### config.mk
export PLATFORM = sky130hd
export DESIGN_NAME = int_mul_iter_var
export DESIGN_NICKNAME = d
export VERILOG_FILES = /design/src/rtl/int_mul_iter_var_pkg.sv /design/src/rtl/int_mul_iter_var_dpath.sv /design/src/rtl/int_mul_iter_var.sv
export SDC_FILE = /design/constraint.sdc
export NUM_CORES = 1
export LEC_CHECK = 0
export CAP_MARGIN = 20
export CORE_MARGIN = 5
export CORE_UTILIZATION = 30
export CTS_CLUSTER_DIAMETER = 150
export CTS_CLUSTER_SIZE = 40
export DETAILED_ROUTE_END_ITERATION = 8
export GPL_TIMING_DRIVEN = 0
export MAX_ROUTING_LAYER = met4
export PLACE_DENSITY_LB_ADDON = 0.08
export RECOVER_POWER = 100
export SYNTH_ARGS = -nofsm -noshare
export SYNTH_HDL_FRONTEND = slang
export SYNTH_SLANG_ARGS = --single-unit
### constraint.sdc
create_clock -name clk -period 3.2 [get_ports clk]
set_input_delay 0.64 -clock clk [delete_from_list [all_inputs] [get_ports clk]]
set_output_delay 0.64 -clock clk [all_outputs]
set_load 0.005 [all_outputs]
### src/rtl/int_mul_iter_var_pkg.sv
// Shared types and default sizing for the iterative variable-latency multiplier.
package int_mul_iter_var_pkg;

  localparam int unsigned NBits    = 32;
  localparam int unsigned MaxShift = 4;
  // Width needed to encode a shift amount of 0..MaxShift
  localparam int unsigned ShamtW   = $clog2(MaxShift + 1);
  // Request message carries {a, b}
  localparam int unsigned MsgW     = 2 * NBits;

  typedef enum logic [1:0] {
    StIdle = 2'd0,
    StCalc = 2'd1,
    StDone = 2'd2
  } state_t;

endpackage

### src/rtl/int_mul_iter_var_dpath.sv
// Shift-and-add datapath: operand/result registers, adder, shifters and the
// saturating trailing-zero encoder that lets runs of zeros in b be skipped.
module int_mul_iter_var_dpath
  import int_mul_iter_var_pkg::*;
#(
  parameter int unsigned p_nbits     = NBits,
  parameter int unsigned p_max_shift = MaxShift
) (
  input  logic               clk,
  input  logic               reset,
  input  logic               load,
  input  logic               calc,
  input  logic [p_nbits-1:0] in_a,
  input  logic [p_nbits-1:0] in_b,
  output logic               b_is_zero,
  output logic               b_next_is_zero,
  output logic               b_lsb,
  output logic [p_nbits-1:0] result
);

  localparam int unsigned ShW = $clog2(p_max_shift + 1);

  logic [p_nbits-1:0] a_reg, b_reg, result_reg;
  logic [p_nbits-1:0] a_shl, b_shr, sum;
  logic [ShW-1:0]     tz, shamt;

  // Trailing-zero count of the low p_max_shift bits of b, saturated at p_max_shift
  always_comb begin
    tz = ShW'(p_max_shift);
    for (int i = int'(p_max_shift) - 1; i >= 0; i--) begin
      if (b_reg[i]) tz = ShW'(i);
    end
  end

  // Add steps consume exactly one bit of b; skip steps consume the zero run
  always_comb begin
    shamt          = b_reg[0] ? ShW'(1) : tz;
    a_shl          = a_reg << shamt;
    b_shr          = b_reg >> shamt;
    sum            = result_reg + a_reg;
    b_is_zero      = (b_reg == '0);
    b_next_is_zero = (b_shr == '0);
    b_lsb          = b_reg[0];
    result         = result_reg;
  end

  // Operand load on accept, one shift(-and-add) step per CALC cycle
  always_ff @(posedge clk) begin
    if (reset) begin
      a_reg      <= '0;
      b_reg      <= '0;
      result_reg <= '0;
    end else if (load) begin
      a_reg      <= in_a;
      b_reg      <= in_b;
      result_reg <= '0;
    end else if (calc && !b_is_zero) begin
      a_reg <= a_shl;
      b_reg <= b_shr;
      if (b_lsb) result_reg <= sum;
    end
  end

endmodule

### src/rtl/int_mul_iter_var.sv
// Iterative 32-bit multiplier with val/rdy streams; returns low p_nbits of a*b.
// Latency depends on b: each CALC cycle consumes one set bit or a zero run.
module int_mul_iter_var
  import int_mul_iter_var_pkg::*;
#(
  parameter int unsigned p_nbits     = NBits,
  parameter int unsigned p_max_shift = MaxShift
) (
  input  logic                 clk,
  input  logic                 reset,
  input  logic                 istream_val,
  output logic                 istream_rdy,
  input  logic [2*p_nbits-1:0] istream_msg,
  output logic                 ostream_val,
  input  logic                 ostream_rdy,
  output logic [p_nbits-1:0]   ostream_msg
);

  state_t state;
  logic   load, calc;
  logic   b_is_zero, b_next_is_zero, b_lsb;

  assign istream_rdy = (state == StIdle) && !reset;
  assign ostream_val = (state == StDone) && !reset;
  assign load        = istream_val && istream_rdy;
  assign calc        = (state == StCalc);

  int_mul_iter_var_dpath #(
    .p_nbits     (p_nbits),
    .p_max_shift (p_max_shift)
  ) u_dpath (
    .clk            (clk),
    .reset          (reset),
    .load           (load),
    .calc           (calc),
    .in_a           (istream_msg[2*p_nbits-1:p_nbits]),
    .in_b           (istream_msg[p_nbits-1:0]),
    .b_is_zero      (b_is_zero),
    .b_next_is_zero (b_next_is_zero),
    .b_lsb          (b_lsb),
    .result         (ostream_msg)
  );

  // Control FSM: accept in IDLE, iterate in CALC, hold response in DONE
  always_ff @(posedge clk) begin
    if (reset) begin
      state <= StIdle;
    end else begin
      unique case (state)
        StIdle: if (load) state <= StCalc;
        StCalc: if (b_is_zero || b_next_is_zero) state <= StDone;
        StDone: if (ostream_rdy) state <= StIdle;
        default: state <= StIdle;
      endcase
    end
  end

endmodule

; After elaboration in Yosys (flattened, before gate mapping)
; Cells that the tools add are included.
[totals]
regBits = 98
inputBits = 68
out_inout_bits = 34
[op_classes]
n_addsub = 1
eq_ne = 5
n_shift = 2
muxes = 12
reduce_logical = 14
[op_table]
columns = op, n
row1 = $mux 32, 4
row2 = $logic_not 32->1, 2
row3 = $add 32x32->32, 1
row4 = $shl 32x3->32, 1
row5 = $shr 32x3->32, 1
row6 = $mux 3, 4
row7 = $mux 2, 3
row8 = $ne 2x2->1 const B, 3
row9 = $pmux 2 s3, 1
row10 = $logic_and 1x1->1, 4
row11 = $reduce_and 3->1, 1
row12 = $eq 2x1->1 const B, 1
row13 = $eq 2x2->1 const B, 1
row14 = $logic_not 1->1, 2
row15 = $logic_not 2->1, 1
row16 = $reduce_and 2->1, 1
row17 = $reduce_bool 2->1, 1
row18 = $reduce_or 2->1, 1
row19 = $logic_or 1x1->1, 1

; Longest topological paths before layout
; Gate-level depths: netlist (run 1).
[depth]
ltp_word = 9
mapped_depth = 12
depth_no_buf = 12

; Modules after synthesis
; From an unflattened synthesis (run 1), not the netlist that was laid out.
[hier_totals]
cells_unflattened = 1070
area_unflattened_um2 = 7707.4
[by_module_without_submodules]
columns = module, instances, cells_each, area_each_um2
row1 = int_mul_iter_var_dpath, 1, 1058, 7602.3
row2 = int_mul_iter_var, 1, 12, 105.1

; Worst setup path before layout (run 1)
; No wires, ideal clock.
[synth_timing]
path_kind = flip-flop to flip-flop
from = reg u_dpath.a_reg[0]
to = reg u_dpath.result_reg[30] (netlist: u_dpath.result[30])
t_arrival_ps = 2584
setup_slack_ps = 496
stages_incl_launch_ff = 13
path_buffers = 0
period_less_slack_ps = 2704
cell_sequence = dfxtp_1 ha_1 inv_1 fa_1 nor2b_1 o2111ai_1 a211oi_2 o41ai_2 o31ai_2 a41o_1 o21ba_1 or3_1 nand3_1
[synth_via]
elab_chain_cells = 1
[synth_lines]
columns = element, line
row1 = from (decl), int_mul_iter_var_dpath.sv:23  ; logic [p_nbits-1:0] a_reg, b_reg, result_reg;
row2 = from (signal assigned), int_mul_iter_var_dpath.sv:54  ; a_reg <= in_a;
row3 = from (signal assigned), int_mul_iter_var_dpath.sv:58  ; a_reg <= a_shl;
row4 = $add 32x32->32, int_mul_iter_var_dpath.sv:40  ; sum = result_reg + a_reg;
row5 = to (signal assigned), int_mul_iter_var_dpath.sv:60  ; if (b_lsb) result_reg <= sum;
row6 = to (decl), int_mul_iter_var_dpath.sv:23
; Every way passes these cells.
; A chain may end at the register's enable or synchronous reset.

; Final worst setup path (run 1)
[layout_timing]
from = reg u_dpath.b_reg[0]
to = reg u_dpath.a_reg[25]
[layout_via]
elab_chain_cells = 4
word_cells_on_any_way = 8
classes_between = shift (1) / mux (3) / reduce/logical (4)
[layout_lines]
columns = element, line
row1 = from (decl), int_mul_iter_var_dpath.sv:23
row2 = from (signal assigned), int_mul_iter_var_dpath.sv:55  ; b_reg <= in_b;
row3 = from (signal assigned), int_mul_iter_var_dpath.sv:59  ; b_reg <= b_shr;
row4 = $mux 3 or $logic_not 32->1 (tied branches), "int_mul_iter_var_dpath.sv:37, int_mul_iter_var_dpath.sv:41"
row5 = $shl 32x3->32 or $logic_not 1->1 (tied branches), "int_mul_iter_var_dpath.sv:38, int_mul_iter_var_dpath.sv:57"
row6 = $mux 32 or $logic_and 1x1->1 (tied branches), int_mul_iter_var_dpath.sv:57  ; end else if (calc && !b_is_zero) begin
row7 = $mux 32 or $reduce_bool 2->1 (tied branches), n/a
; Parallel ways exist; a longest one is shown, timed or not. The select of a mux whose other input is x is not followed.

==> out/metrics.cfg, run 1 <==
[min_path]
hold_start=u_dpath.result[8]
min_path_type=flip-flop to flip-flop
holdPathStages=2
min_to=u_dpath.result[8]

[logic_synthesis]
ys.flop_type=dfxtp_1
ys_seq_area_share_pct=25.7
synth_area_um2=7630
synth-xor-area-share_pct=2.18
yosys.area.top_type=dfxtp_1
synth_cells=1006
synth_cell_types=75
synth_edf_count=0
synthTopCellsByArea=dfxtp_1 26%, mux2i_1 10%, nand2_1 7.0%
syn_nets=1106
synth_commonest_cells=142 x nand2_1, 105 x nor2_1, 100 x a21oi_1, 98 x dfxtp_1, 76 x mux2i_1
synth_top_area_share_pct=25.7
synth_compound_area_share_pct=24.2
yosys.area_share.simple_pct=23.9
ys_async_sr_fraction_pct=0
synthMuxAreaShare_pct=13.2
ys_seq_elements=98
avgSynthCellArea_um2=7.59
synth_top_family_by_area=compound AO/OA/AOI/OAI gates
ys_warn_count=0
synthAdderAreaFrac_pct=5.35
yosysMostFrequentCell=nand2_1

[worst_setup_path]
worstSetupPathType=flip-flop to flip-flop
path_delay_family=buffers and inverters
critPathMaxFanout=10
setup.worst_path.end_class=flip-flop
cp_cell_sequence=or2_2, buf_2, clkbuf_2, clkbuf_1, clkbuf_1, nor4_1, a211oi_1, nor3_1, a21oi_1, nor2_1
slowest_stage=clkbuf_1
worstPathRequired_ns=3.42
ff2ff_setup_slack_ns=0.12
start_kind=flip-flop
cp_common_cell=clkbuf_1
r2r-start=u_dpath.b_reg[0]
r2r-end=u_dpath.a_reg[25]
worst-path-buf-inv=4
max_stage_delay_ns=0.49
crit_cells=10
arrival_ns=3.29
reg2regPathDepth=10

[placed_design]
hpwl_mm=23.5
place_ws_ns=-0.146
gp_congestion=0.947
port_buffers=100
dpl-instance-area_um2=9040

[detailed_routing]
drc=0
drt_wl_total_mm=30.7
drt_iter0_markers=726
viasPerCell=5.56
vias=8058
wl_per_cell_um=21.2
ant_nets=0
firstDrtPassIters=5

[status]
outcome=completed

[grt]
grt_usage_pct=21.8
grt_start_max_net_pins=14
grt_pass1_wl_mm=47.3
grt_pass1_vias=7796
antenna_found_initial=0
grt_overflow_total=0

[timing]
final.setup.tns_ns=0
slew_viol_final=0
whs_ns=0.476
finalWorstPathRequiredPeriod_ns=3.08
fin_crit_sh_pct=96.2
hold_viol=0
worst_pin_slew_ns=0.824
rsz0062_at_grt=false
setup_viol=0
finClkSkew_ns=0.0110
postLayoutSetupSlackWorst_ns=0.121
max_freq_ghz=0.325
slew_headroom_pct=45.0

[clock_tree]
h-tree-depth=3
cts_tree=built
numCtsBuffers=9
cts_buffer_depth=2
cts_sinks=98
path_clk_slew_ns=0.07
worstSkewPairLatency_ns=0.36
cts_hold_buf=0
cts_root_buf=clkbuf_16

[cells_and_area]
fin_area_um2=9330
fillers=2727
finalNetCount=1218
antenna_cells=0
area.growth.synth_to_final_pct=22.3
drive_gt1_share_pct=7.23

[pwr]
ir_worst_vdd_mv=0.201
finalPower_mw=4.13
p_leak_nw=3.72
powerDensity_nw_per_um2=442

[run]
maxCapViolations=0

[floorplanning]
placementRows=58
ios=102
start_util_pct=30.4
die_y_um=169
fp.dieArea_um2=28700
core_um2=25100
die_w_um=169

## logic make-up (layout without fill, tap and decap cells)
logic type | Yosys count | after routing
XOR/XNOR | 19 | 19
AND/OR/NAND/NOR | 393 | 393
buffers and inverters | 87 | 201
adder cells (fa/ha/maj) | 32 | 32
AO/OA/AOI/OAI | 288 | 288
flip-flops | 98 | 98
multiplexers | 89 | 89
## cells in the final DEF, fill, tap and decap left out, types with 10 or more instances in the layout
master,instances
nand3_1,42
buf_2,15
a211oi_1,17
nand2_1,142
mux2i_1,76
a311oi_1,12
clkdlybuf4s50_1,66
nor2_1,104
a21o_1,12
ha_1,31
a221oi_1,24
nor3_1,20
nor4_1,18
clkbuf_1,47
nand4_1,10
dlygate4sd3_1,34
xnor2_1,11
o21ai_0,54
a21oi_1,99
dfxtp_1,97
## metrics by stage
stage          util [%]  cells
2_1_floorplan         -   1006
3_3_place_gp       36.0   1436
3_5_place_dp       36.0   1436
4_1_cts            37.0   1450
5_1_grt            37.2   1450
6_report           37.2   1450
## how the worst max path moves through the flow
stage,start,end,slack (ns)
after global placement,u_dpath.a_reg[0],u_dpath.result[30],-0.10
after detailed placement,u_dpath.a_reg[0],u_dpath.result[30],-0.15
final,u_dpath.b_reg[0],u_dpath.a_reg[25],0.12
after floorplan,u_dpath.a_reg[0],u_dpath.result[30],0.50
after global routing,u_dpath.b_reg[3],u_dpath.result[6],0.0002
after CTS,u_dpath.a_reg[0],u_dpath.result[30],0.04
## power breakdown
| group | internal, mW | leakage, nW | total [mW] | switching (mW) |
|---|---|---|---|---|
| clock network | 0.517 | 0.118 | 1.03 | 0.509 |
| registers | 1.31 | 0.798 | 1.47 | 0.157 |
| logic | 0.634 | 2.80 | 1.63 | 1.00 |
## per-layer routing
layer | GRT usage, % | wire [um] | vias to the layer above | share of wire (%)
li1 | - | - | 3949 | -
met1 | 31.6 | 15100 | 3784 | 49
met2 | 31.5 | 13000 | 297 | 42
met3 | 4.33 | 2090 | 28 | 6.8
met4 | 4.38 | 490 | 0 | 1.6
met5 | - | 0 | - | 0
## worst reg2reg max path: cells and delay by family, from the launching register on
kind,cells,cell delay [ns]
AO/OA/AOI/OAI,2,0.59
flip-flops,1,0.46
buffers and inverters,4,1.46
AND/OR/NAND/NOR,4,0.42
## area by class of cell
class	instances	area, um^2	area share (%)
plain buffers	78	369	3.95
clock buffers	12	236	2.53
clock inverters	1	5.00	0.0536
inverters	9	33.8	0.362
multi-input cells	821	5300	56.8
flip-flops and latches	98	1960	21.0
well taps	330	413	4.42
repair buffers	101	1010	10.8
## what timing repair did
action / 4_1_cts / 5_1_grt
endpoints found under the setup margin: 4 / 9
hold endpoints to repair: 0 / 0
cloned: 0 / 0
gates resized for setup: 1 / 12
pin swaps: 1 / 2
buffers inserted: 1 / 0
Note: power is estimated with default switching activity, not from simulation.
==> run 2, diff against run 1 <==
- SETUP_SLACK_MARGIN: default -> 0.1
==> run 2 against run 1 <==
Count of clock-buffer cells in the layout is the same. Non-clock buffer count grew 1. First-iteration DRC count grew 1.5%. Power grew 0.21%.
==> out/metrics.cfg, run 2 (synthesis gave the netlist of run 1 again) <==
[detailed_routing]
drt_wl_total_mm=30.7  ; unchanged
wl_per_cell_um=21.1  ; was 21.2 um
firstDrtPassIters=6  ; was 5
viasPerCell=5.54  ; was 5.56
ant_nets=0  ; unchanged
drt_iter0_markers=737  ; was 726
vias=8033  ; was 8058
drc=0  ; unchanged

[pwr]
ir_worst_vdd_mv=0.203  ; was 0.201 mV
finalPower_mw=4.13  ; about the same
seqPwrFrac_pct=35.5  ; about the same
powerDensity_nw_per_um2=441  ; was 442 nW/um^2
p_clk_share_pct=24.8  ; was 24.9%
p_sw_mw=1.67  ; about the same
power_frac_comb_pct=39.8  ; was 39.6%
p_leak_nw=3.73  ; was 3.72 nW
p_sw_share_pct=40.4  ; about the same
intPower_mw=2.46  ; about the same

[status]
outcome=completed  ; unchanged

[grt]
grt_pass1_vias=7798  ; was 7796
grt_overflow_total=0  ; unchanged
grt_start_max_net_pins=14  ; unchanged
grt_usage_pct=21.8  ; about the same
grt_pass1_wl_mm=47.3  ; about the same
antenna_found_initial=0  ; unchanged

[placed_design]
post-place-cells=1436  ; unchanged
port_buffers=100  ; unchanged
dpl-instance-area_um2=9040  ; unchanged
hpwl_mm=23.5  ; unchanged
gp_congestion=0.947  ; unchanged

[worst_setup_path]
path_delay_family=buffers and inverters  ; unchanged
arrival_ns=3.31  ; was 3.29 ns
worstPathRequired_ns=3.42  ; about the same
setup.worst_path.end_class=flip-flop  ; unchanged
start_kind=flip-flop  ; unchanged
slowest_stage=clkbuf_1  ; unchanged
worstSetupPathType=flip-flop to flip-flop  ; unchanged
worst-path-buf-inv=4  ; unchanged
cp_cell_sequence=or2_2, buf_2, buf_2, clkbuf_1, clkbuf_1, nor4_1, a211oi_1, nor3_1, a21oi_1, nor2_1  ; was or2_2, buf_2, clkbuf_2, clkbuf_1, clkbuf_1, nor4_1, a211oi_1, nor3_1, a21oi_1, nor2_1
max_stage_delay_ns=0.50  ; was 0.49 ns
critPathMaxFanout=10  ; unchanged

[floorplanning]
placementRows=58  ; unchanged
ios=102  ; unchanged
core_um2=25100  ; unchanged
die_w_um=169  ; unchanged
start_util_pct=30.4  ; unchanged
die_y_um=169  ; unchanged
fp.dieArea_um2=28700  ; unchanged

[run]
maxCapViolations=0  ; unchanged

[timing]
setup_viol=0  ; unchanged
finClkSkew_ns=0.00837  ; was 0.0110 ns
fin_crit_sh_pct=96.7  ; was 96.2%
whs_ns=0.475  ; was 0.476 ns
hold_viol=0  ; unchanged
max_freq_ghz=0.323  ; was 0.325 GHz
worst_pin_slew_ns=0.853  ; was 0.824 ns
slew_headroom_pct=43.1  ; was 45.0%
finalWorstPathRequiredPeriod_ns=3.10  ; was 3.08 ns
slew_viol_final=0  ; unchanged
rsz0062_at_grt=false  ; unchanged

[cells_and_area]
fillers=2725  ; was 2727
fin_area_um2=9380  ; was 9330 um^2
antenna_cells=0  ; unchanged
final_common_cell=nand2_1  ; unchanged
fin_util_pct=37.3  ; was 37.2%
mostFrequentLayoutCells=141 x nand2_1, 104 x nor2_1, 98 x a21oi_1, 97 x dfxtp_1, 75 x mux2i_1  ; was 142 x nand2_1, 104 x nor2_1, 99 x a21oi_1, 97 x dfxtp_1, 76 x mux2i_1
area.growth.synth_to_final_pct=22.9  ; was 22.3%
drive_gt1_share_pct=7.94  ; was 7.23%
fin_cells=1451  ; was 1450
finalNetCount=1219  ; was 1218

[clock_tree]
cts_root_buf=clkbuf_16  ; unchanged
numCtsBuffers=9  ; unchanged
path_clk_slew_ns=0.07  ; about the same
h-tree-depth=3  ; unchanged
worstSkewPairLatency_ns=0.36  ; about the same
cts_tree=built  ; unchanged
cts_buffer_depth=2  ; unchanged
cts_sinks=98  ; unchanged

[min_path]
min_path_type=flip-flop to flip-flop  ; unchanged

==> run 2: cell types whose count changed in the layout (fill, tap and decap cells not counted), moves of 2 or more <==
cell,change
ha_1,-2
clkbuf_2,+3
ha_2,+2
buf_2,-4
==> run 2: timing repair <==
action                     4_1_cts  5_1_grt
hold buffers                     0        0
pin swaps                        2        5
buffers inserted                 1        1
gates resized for setup          2       22
setup endpoints to repair        4       31
==> run 2: layer usage <==
metal | global-route usage [%] | vias to the layer above | routed length [um]
li1 | - | 3939 | -
met1 | 31.6 | 3832 | 15300
met2 | 31.5 | 234 | 13200
met3 | 4.33 | 28 | 1760
met4 | 4.38 | 0 | 446
met5 | - | - | 0
==> run 2: area by class of cell <==
| cell class | instances | area (um^2) | share of cell area, % |
|---|---|---|---|
| multi-input cells | 821 | 5330 | 56.8 |
| flip-flops and latches | 98 | 1970 | 21.0 |
| repair buffers | 102 | 1020 | 10.8 |
| well taps | 330 | 413 | 4.40 |
| plain buffers | 78 | 382 | 4.07 |
| clock buffers | 12 | 236 | 2.52 |
| inverters | 9 | 33.8 | 0.360 |
| clock inverters | 1 | 5.00 | 0.0534 |
==> run 2: power groups by stage <==
stage	Sequential [mW]	Clock [mW]	Combinational, mW
after CTS	1.46	1.06	1.62
final	1.47	1.02	1.64
after detailed placement	1.49	0	1.61
after global placement	1.49	0	1.62
after global routing	1.48	1.10	1.79
after floorplan	1.42	0	1.12
==> run 2: stage by stage <==
step	TNS, ns	worst slack (ns)
after floorplan	0	0.496
after global placement	-0.283	-0.104
after detailed placement	-0.801	-0.146
after CTS	0	0.121
after global routing	0	0.0561
final	0	0.104
==> run 2: tightest hold or removal path, cell delays in order (launching register included) <==
cell and delay [ns]:
dfxtp_1 0.33, nand2_1 0.06, a21oi_1 0.05
==> run 2: final timing paths <==
kind                           from           endpoint  slack [ns]  depth (start not counted)
hold reg to reg   u_dpath.result[8]  u_dpath.result[8]        0.48                          2
hold / removal    u_dpath.result[8]  u_dpath.result[8]        0.48                          2
setup / recovery   u_dpath.b_reg[0]  u_dpath.a_reg[25]        0.10                         10
setup reg to reg   u_dpath.b_reg[0]  u_dpath.a_reg[25]        0.10                         10
